$ cat src/rtl/cpu_pkg.sv
// Shared types for the multicycle RV32I core: ALU ops, immediate formats, opcodes, control states.
// Imported by the control FSM, the ALU decoder and the datapath.
package cpu_pkg;

  typedef enum logic [3:0] {
    ALU_ADD = 4'd0,
    ALU_SUB = 4'd1,
    ALU_AND = 4'd2,
    ALU_OR  = 4'd3,
    ALU_XOR = 4'd4,
    ALU_SLL = 4'd5,
    ALU_SRL = 4'd6,
    ALU_SRA = 4'd7,
    ALU_SLT = 4'd8
  } alu_op_t;

  typedef enum logic [2:0] {
    ADDI_SIGN_EXTEND   = 3'd0,
    SLLI_SIGN_EXTEND   = 3'd1,
    LW_SIGN_EXTEND     = 3'd2,
    SW_SIGN_EXTEND     = 3'd3,
    BRANCH_SIGN_EXTEND = 3'd4,
    JAL_SIGN_EXTEND    = 3'd5,
    LUI_SIGN_EXTEND    = 3'd6
  } sign_extend_t;

  typedef enum logic [3:0] {
    FETCH, DECODE, EXEC_R, EXEC_I, MEM_ADDR, MEM_READ, MEM_WB, MEM_WRITE, ALU_WB, HALT
  } ctrl_state_t;

  typedef enum logic [1:0] {
    ERR_NONE    = 2'd0,
    ERR_ILLEGAL = 2'd1,
    ERR_TIMEOUT = 2'd2
  } err_code_t;

  localparam logic [6:0] OPCODE_R     = 7'b0110011;
  localparam logic [6:0] OPCODE_I     = 7'b0010011;
  localparam logic [6:0] OPCODE_LOAD  = 7'b0000011;
  localparam logic [6:0] OPCODE_STORE = 7'b0100011;

  localparam logic [6:0] FUNCT7_BASE = 7'b0000000;
  localparam logic [6:0] FUNCT7_ALT  = 7'b0100000;

  localparam logic [1:0] SRC_A_PC   = 2'd0;
  localparam logic [1:0] SRC_A_RS1  = 2'd1;
  localparam logic [1:0] SRC_A_ZERO = 2'd2;
  localparam logic [1:0] SRC_B_RS2  = 2'd0;
  localparam logic [1:0] SRC_B_IMM  = 2'd1;
  localparam logic [1:0] SRC_B_FOUR = 2'd2;

endpackage

$ cat src/rtl/multicycle_controller_alu_decoder.sv
// Maps funct3/funct7 to an ALU operation and immediate format for R- and I-type ALU instructions.
// Purely combinational; flags encodings the core does not implement.
module alu_decoder
  import cpu_pkg::*;
(
  input  logic [2:0]   funct3,
  input  logic [6:0]   funct7,
  input  logic         is_imm,
  output alu_op_t      alu_op,
  output sign_extend_t imm_type,
  output logic         illegal
);

  always_comb begin
    alu_op   = ALU_ADD;
    imm_type = ADDI_SIGN_EXTEND;
    illegal  = 1'b0;
    case (funct3)
      3'b000: begin
        // addi has no funct7 field; only the R-type form distinguishes sub
        if (!is_imm) begin
          if (funct7 == FUNCT7_ALT)       alu_op  = ALU_SUB;
          else if (funct7 != FUNCT7_BASE) illegal = 1'b1;
        end
      end
      3'b001: begin
        alu_op = ALU_SLL;
        if (is_imm) imm_type = SLLI_SIGN_EXTEND;
      end
      3'b010, 3'b011: begin
        alu_op = ALU_SLT;
        if (is_imm) illegal = 1'b1;
      end
      3'b100: alu_op = ALU_XOR;
      3'b101: begin
        if (is_imm) imm_type = SLLI_SIGN_EXTEND;
        if (funct7 == FUNCT7_BASE)     alu_op = ALU_SRL;
        else if (funct7 == FUNCT7_ALT) alu_op = ALU_SRA;
        else                           illegal = 1'b1;
      end
      3'b110: alu_op = ALU_OR;
      3'b111: alu_op = ALU_AND;
    endcase
  end

endmodule

$ cat src/rtl/multicycle_controller.sv
// Control FSM for the multicycle RV32I datapath: fetch/decode/execute/memory/write-back over a
// shared ALU and memory port with req/ready handshake, memory timeout and retired-instruction count.
module multicycle_controller
  import cpu_pkg::*;
#(
  parameter int MEM_TIMEOUT = 16
) (
  input  logic         clk,
  input  logic         reset,
  input  logic [6:0]   opcode,
  input  logic [2:0]   funct3,
  input  logic [6:0]   funct7,
  input  logic         mem_ready,
  output logic         mem_req,
  output logic         mem_we,
  output logic         adr_src,
  output logic         ir_write,
  output logic         pc_write,
  output logic         reg_write,
  output logic [1:0]   alu_src_a,
  output logic [1:0]   alu_src_b,
  output logic         result_src,
  output alu_op_t      alu_op,
  output sign_extend_t imm_type,
  output logic         retire,
  output logic [31:0]  instr_count,
  output logic         halted,
  output logic [1:0]   err_code
);

  localparam int CW = (MEM_TIMEOUT > 1) ? $clog2(MEM_TIMEOUT + 1) : 1;
  localparam logic [CW-1:0] WAIT_LAST = CW'((MEM_TIMEOUT > 0) ? MEM_TIMEOUT - 1 : 0);

  ctrl_state_t  state, state_next;
  logic [1:0]   err_q, err_next;
  logic [CW-1:0] wait_cnt;
  logic         timeout;
  logic         is_imm;
  alu_op_t      dec_op;
  sign_extend_t dec_imm;
  logic         dec_illegal;

  assign is_imm   = (state == EXEC_I);
  assign err_code = err_q;
  // Fires on the waiting cycle that would bring the count up to MEM_TIMEOUT
  assign timeout  = (MEM_TIMEOUT > 0) && !mem_ready && (wait_cnt == WAIT_LAST);

  alu_decoder u_alu_decoder (
    .funct3   (funct3),
    .funct7   (funct7),
    .is_imm   (is_imm),
    .alu_op   (dec_op),
    .imm_type (dec_imm),
    .illegal  (dec_illegal)
  );

  always_ff @(posedge clk) begin
    if (reset) begin
      state       <= FETCH;
      err_q       <= ERR_NONE;
      wait_cnt    <= '0;
      instr_count <= '0;
    end else begin
      state <= state_next;
      err_q <= err_next;
      if (state_next != state)       wait_cnt <= '0;
      else if (mem_req && !mem_ready) wait_cnt <= wait_cnt + 1'b1;
      if (retire) instr_count <= instr_count + 32'd1;
    end
  end

  always_comb begin
    state_next = state;
    err_next   = err_q;
    mem_req    = 1'b0;
    mem_we     = 1'b0;
    adr_src    = 1'b0;
    ir_write   = 1'b0;
    pc_write   = 1'b0;
    reg_write  = 1'b0;
    alu_src_a  = SRC_A_PC;
    alu_src_b  = SRC_B_RS2;
    result_src = 1'b0;
    alu_op     = ALU_ADD;
    imm_type   = ADDI_SIGN_EXTEND;
    retire     = 1'b0;
    halted     = 1'b0;

    case (state)
      FETCH: begin
        mem_req   = 1'b1;
        alu_src_a = SRC_A_PC;
        alu_src_b = SRC_B_FOUR;
        ir_write  = mem_ready;
        pc_write  = mem_ready;
        if (mem_ready) state_next = DECODE;
        else if (timeout) begin
          state_next = HALT;
          err_next   = ERR_TIMEOUT;
        end
      end
      DECODE: begin
        case (opcode)
          OPCODE_R:                   state_next = EXEC_R;
          OPCODE_I:                   state_next = EXEC_I;
          OPCODE_LOAD, OPCODE_STORE:  state_next = MEM_ADDR;
          default: begin
            state_next = HALT;
            err_next   = ERR_ILLEGAL;
          end
        endcase
      end
      EXEC_R, EXEC_I: begin
        alu_src_a = SRC_A_RS1;
        alu_src_b = is_imm ? SRC_B_IMM : SRC_B_RS2;
        alu_op    = dec_op;
        if (is_imm) imm_type = dec_imm;
        if (dec_illegal) begin
          state_next = HALT;
          err_next   = ERR_ILLEGAL;
        end else begin
          state_next = ALU_WB;
        end
      end
      ALU_WB: begin
        reg_write  = 1'b1;
        retire     = 1'b1;
        state_next = FETCH;
      end
      MEM_ADDR: begin
        alu_src_a = SRC_A_RS1;
        alu_src_b = SRC_B_IMM;
        if (opcode == OPCODE_STORE) begin
          imm_type   = SW_SIGN_EXTEND;
          state_next = MEM_WRITE;
        end else begin
          imm_type   = LW_SIGN_EXTEND;
          state_next = MEM_READ;
        end
      end
      MEM_READ: begin
        mem_req = 1'b1;
        adr_src = 1'b1;
        if (mem_ready) state_next = MEM_WB;
        else if (timeout) begin
          state_next = HALT;
          err_next   = ERR_TIMEOUT;
        end
      end
      MEM_WB: begin
        reg_write  = 1'b1;
        result_src = 1'b1;
        retire     = 1'b1;
        state_next = FETCH;
      end
      MEM_WRITE: begin
        mem_req = 1'b1;
        mem_we  = 1'b1;
        adr_src = 1'b1;
        retire  = mem_ready;
        if (mem_ready) state_next = FETCH;
        else if (timeout) begin
          state_next = HALT;
          err_next   = ERR_TIMEOUT;
        end
      end
      HALT: halted = 1'b1;
      default: state_next = FETCH;
    endcase

    // Reset wins over any in-flight handshake: no side effects in the reset cycle
    if (reset) begin
      mem_req   = 1'b0;
      mem_we    = 1'b0;
      ir_write  = 1'b0;
      pc_write  = 1'b0;
      reg_write = 1'b0;
      retire    = 1'b0;
    end
  end

endmodule

$ cat config.mk
export PLATFORM = sky130hd
export DESIGN_NAME = multicycle_controller
export DESIGN_NICKNAME = d
export VERILOG_FILES = /design/src/rtl/cpu_pkg.sv /design/src/rtl/multicycle_controller_alu_decoder.sv /design/src/rtl/multicycle_controller.sv
export SDC_FILE = /design/constraint.sdc
export NUM_CORES = 1
export LEC_CHECK = 0
export ABC_AREA = 1
export BUFFER_PORTS_ARGS = -buffer_cell sky130_fd_sc_hd__buf_2
export CAP_MARGIN = 20
export CORE_ASPECT_RATIO = 0.8
export CORE_UTILIZATION = 37
export CTS_BUF_LIST = sky130_fd_sc_hd__clkbuf_8 sky130_fd_sc_hd__clkbuf_16
export DETAILED_ROUTE_END_ITERATION = 10
export HOLD_SLACK_MARGIN = 0.02
export SYNTH_ARGS = -nofsm -noshare
export SYNTH_HDL_FRONTEND = slang
export SYNTH_SLANG_ARGS = --single-unit
$ cat constraint.sdc
create_clock -name clk -period 2.4 [get_ports clk]
set_clock_uncertainty 0.2 [all_clocks]
set_input_delay 0.12 -clock clk [delete_from_list [all_inputs] [get_ports clk]]
set_output_delay 0.12 -clock clk [all_outputs]
set_load 0.01 [all_outputs]
# Yosys cells after proc, flatten, opt, wreduce, memory -nomap -nowiden
# Index checks and enable logic that the tools add are counted.
[totals] in_bits=20 register_bits=43 wordCells=98
[op_classes] addsub=2 reduce_logical=19 mux=46 eq_ne=27
[op_table] operator="case mux 4 bit (7 select lines)" n=2
[op_table] operator="adder 32 x 1 -> 32 bit (second input constant)" n=1
[op_table] operator="two-way mux 4 bit" n=7
[op_table] operator="two-way mux 1 bit" n=24
[op_table] operator="equality test 7 x 6 -> 1 bit (second input constant)" n=3
[op_table] operator="equality test 4 x 3 -> 1 bit (second input constant)" n=4
[op_table] operator="OR reduction 2 bit" n=7
[op_table] operator="equality test 3 bit (second input constant)" n=4
[op_table] operator="case mux 2 bit (3 select lines)" n=2
[op_table] operator="case mux 4 bit (3 select lines)" n=1
[op_table] operator="two-way mux 2 bit" n=5
[op_table] operator="equality test 4 x 2 -> 1 bit (second input constant)" n=2
[op_table] operator="equality test 4 bit (second input constant)" n=2
[op_table] operator="equality test 7 x 2 -> 1 bit (second input constant)" n=1
[op_table] operator="equality test 7 x 5 -> 1 bit (second input constant)" n=1
[op_table] operator="zero test 7 bit" n=1
[op_table] operator="nonzero test 7 bit" n=1
[op_table] operator="equality test 3 x 2 -> 1 bit (second input constant)" n=2
[op_table] operator="two-way mux 3 bit" n=2
[op_table] operator="!= test 2 bit (second input constant)" n=3
[op_table] operator="case mux 3 bit (2 select lines)" n=1
[op_table] operator="OR reduction 3 bit" n=2
[op_table] operator="adder 5 x 1 -> 5 bit (second input constant)" n=1
[op_table] operator="equality test 5 x 4 -> 1 bit (second input constant)" n=1
[op_table] operator="13 further kinds" n=14

# Logic depth before layout (Yosys ltp)
[depth] word_depth=9 mapped_depth=13

# Hierarchy
# From an unflattened synthesis, not the netlist that was laid out.
[unflattened] cells_unflattened=515 hier_area_um2=3046.7
[by_module_without_submodules] mod="multicycle_controller" seq_area_each_um2=860.8 cells_per_inst=476 instances=1 area_per_inst_um2=2870.3
[by_module_without_submodules] mod="alu_decoder" seq_area_each_um2=0.0 cells_per_inst=39 instances=1 area_per_inst_um2=176.4

# Worst setup path after synthesis
# No wires, ideal clock.
[synth_timing] path_type="reg2reg" startpoint="register instr_count[0]" endpoint="register instr_count[16]" path_slack_ns=0.550 n_path_buf=0 arrival_time_ns=1.534 stages_incl_launch_ff=9 path_cell_list="dfxtp_1 -> ha_1 -> nand3_1 -> nor4_1 -> nand2_1 -> nor2_1 -> nand2_1 -> o21ai_0 -> nor2_1"
[synth_between] elab_chain_cells=1
[synth_rtl] element="start, declared" line="multicycle_controller.sv:26" text="output logic [31:0] instr_count,"
[synth_rtl] element="start signal, assigned" line="multicycle_controller.sv:68" text="if (retire) instr_count <= instr_count + 32'd1;"
[synth_rtl] element="adder 32 x 1 -> 32 bit" line="multicycle_controller.sv:68"
# Every way passes these cells.
# A chain may end at the register's enable or synchronous reset.

# Final worst setup path
[layout_timing] startpoint="register state[2]" endpoint="output port retire"
[layout_between] elab_chain_cells=4
[layout_rtl] element="start, declared" line="multicycle_controller.sv:34" text="ctrl_state_t state, state_next;"
[layout_rtl] element="start signal, assigned" line="multicycle_controller.sv:64" text="state <= state_next;"
[layout_rtl] element="equality test 4 x 3 -> 1 bit / equality test 4 bit (equally long branches)" line="multicycle_controller.sv:89" text="case (state)"
[layout_rtl] element="OR reduction 2 bit (no line)"
[layout_rtl] element="case mux 1 bit (2 select lines) *" line="multicycle_controller.sv:89"
[layout_rtl] element="two-way mux 1 bit *" line="multicycle_controller.sv:172" text="if (reset) begin"
[layout_rtl] element="end, declared" line="multicycle_controller.sv:25" text="output logic retire,"
# Every way passes the cells marked *; elsewhere a longest branch is shown, timed or not.

==> flow_summary.json <==
{
  "synth_area_sq_um": 2930,
  "vdd_drop_max_mv": 0.227,
  "drive_gt1_share_pct": 17.1,
  "syn_inst": 484,
  "die-area_sq_um": 8270,
  "p_leak_nw": 1.61,
  "crit_type": "reg -> out",
  "endpoint_kind": "output pin",
  "path_clk_slew_ps": 70,
  "ys_seq_area_share_pct": 29.4,
  "synth_largest_area_cell": "dfxtp_1",
  "clock_path_buffers": 2,
  "antenna_found_initial": 0,
  "finalHoldViolations": 0,
  "startpoint_type": "flop",
  "dr.pass1.iters": 5,
  "place_area_sq_um": 3390,
  "fin_crit_sh_pct": 92.6,
  "nets": 583,
  "layout_min_cycle_time_ps": 2220,
  "ys_types": 33,
  "max_freq_ghz": 0.450,
  "reg2regPathDepth": 8,
  "grt-ovfl-total": 0,
  "ys_ff_latch": 43,
  "max-slew-margin-rel_pct": 65.1,
  "post_drt_wl_per_cell_um": 12.6,
  "grt_pass1_vias": 2878,
  "cts_htree_levels": 2,
  "num_io_pins": 74,
  "whs_ps": 37.4,
  "portBuffers": 71,
  "layout.core_utilization_pct": 46.6,
  "syn_avg_cell_area_sq_um": 6.05,
  "clock-sinks": 43,
  "cp_max_fo": 16,
  "core_area_sq_um": 7530,
  "status": "complete, no violations",
  "via_per_inst": 5.00,
  "synth_top_area_share_pct": 29.4,
  "cts-root-buf": "clkbuf_8",
  "gp_congestion": 0.926,
  "pre_cts_ws_ps": 266,
  "r2r_slack_ps": 290,
  "worstMarginPinSlew_ps": 520,
  "n_antenna_cell": 0,
  "ant_nets": 0,
  "grt_pass1_wl_um": 14000,
  "n_fill_cell": 817,
  "layout_commonest_cell": "nand2_1",
  "hold_depth": 6,
  "setup-tns-final_ps": 0,
  "routed-via-count": 3329,
  "die_height_um": 81.5,
  "rsz0062_at_grt": "no",
  "synth.top_cells.by_area": "dfxtp_1 29%, nand2_1 18%, inv_1 8.0%",
  "powerDensity_nw_per_um2": 505,
  "setup_violations": 0,
  "cts_tree": "built",
  "start_util_pct": 38.9,
  "design_area_sq_um": 3510,
  "drcViolationCount": 0,
  "num_rows": 28,
  "area_growth_pct": 20.0,
  "required_ps": 2080,
  "final_cell_mix": "143 x nand2_1, 71 x buf_2, 63 x inv_1, 61 x nor2_1, 43 x dfxtp_1",
  "max_cap_violations": 0,
  "dpl.hpwl_um": 6660,
  "arrival_ps": 1900,
  "drt_first_iter_violations": 342,
  "hold_class": "in -> reg",
  "worst_slack_ps": 178,
  "routed_wl_um": 8420,
  "die_x_um": 101,
  "clk_latency_ps": 300,
  "cts_buffers": 5,
  "slew_violations": 0,
  "ys_warn_count": 0,
  "track_usage_pct": 21.4,
  "grt_max_degree": 23
}
## metal layers
layer | track usage [%] | vias up | wire [um]
li1 | - | 1703 | -
met1 | 33.8 | 1484 | 4380
met2 | 29.7 | 134 | 3250
met3 | 3.66 | 8 | 697
met4 | 4.20 | 0 | 89
met5 | 0 | - | 0
## cell families (layout without fill, tap and decap cells)
group / Yosys count / after routing / share of synthesized area, %
AND/OR/NAND/NOR: 286 / 286 / 42.5
buffers and inverters: 74 / 150 / 10.7
AO/OA/AOI/OAI: 61 / 61 / 11.2
flip-flops: 43 / 43 / 29.4
XOR/XNOR: 16 / 16 / 4.79
adder cells (fa/ha/maj): 3 / 3 / 1.28
other: 1 / 2 / 0.128
## stage by stage
stage               std cells  power, mW
floorplan                 485       1.13
global placement          657       1.28
detailed placement        657       1.28
CTS                       666       1.79
global route              666       1.89
finish                    666       1.77
## worst max-delay path, stage by stage (launching register included)
cell and delay [ps]:
dfxtp_1 450, inv_1 120, nor2_2 150, nand2_2 130, nor2_4 100, nand2_1 90
nand2_4 190, buf_4 220, buf_2 150
## where the power goes
| group | switching [mW] | internal, mW |
|---|---|---|
| clock | 0.245 | 0.259 |
| sequential | 0.0326 | 0.741 |
| combinational | 0.340 | 0.156 |
## state kept, by name (all words and copies together) (netlist names)
| name | cells |
|---|---|
| err_code | 2 |
| state | 4 |
| wait_cnt | 5 |
| instr_count | 32 |
## cells in the mapped netlist (all sizes together)
library cell and number:
ha 3, o22ai 2, clkbuf 4, nor3b 1, nand3 30, nor2 64
a21oi 37, inv 63, conb 1, a311oi 1, nor3 27, nand4 13
o41ai 1, nor4 1, buf 7, nand3b 3, xnor2 7, and3 2
xor2 9, nand2 145, o21bai 1, dfxtp 43, a31oi 1, o21ai 18
## path summary, 6_finish.rpt
path / from / to
max: state[2] / retire
min: opcode[2] / state[2]
max reg2reg: instr_count[0] / instr_count[16]
min reg2reg: err_code[1] / err_code[1]
## what timing repair did
action                     CTS  global route
gates resized for setup      0             2
hold endpoints to repair     5             0
setup buffers                0             0
hold buffers                 1             0
setup endpoints to repair    0             3
## final cells by class
class | instances | area, sq um | share of cell area, %
multi-input cells | 368 | 1760 | 50.2
clock inverters | 1 | 3.75 | 0.107
clock buffers | 7 | 96.3 | 2.74
inverters | 63 | 236 | 6.74
well taps | 105 | 131 | 3.74
flip-flops and latches | 43 | 861 | 24.5
repair buffers | 79 | 418 | 11.9
Power figures use the tool's default switching activity.
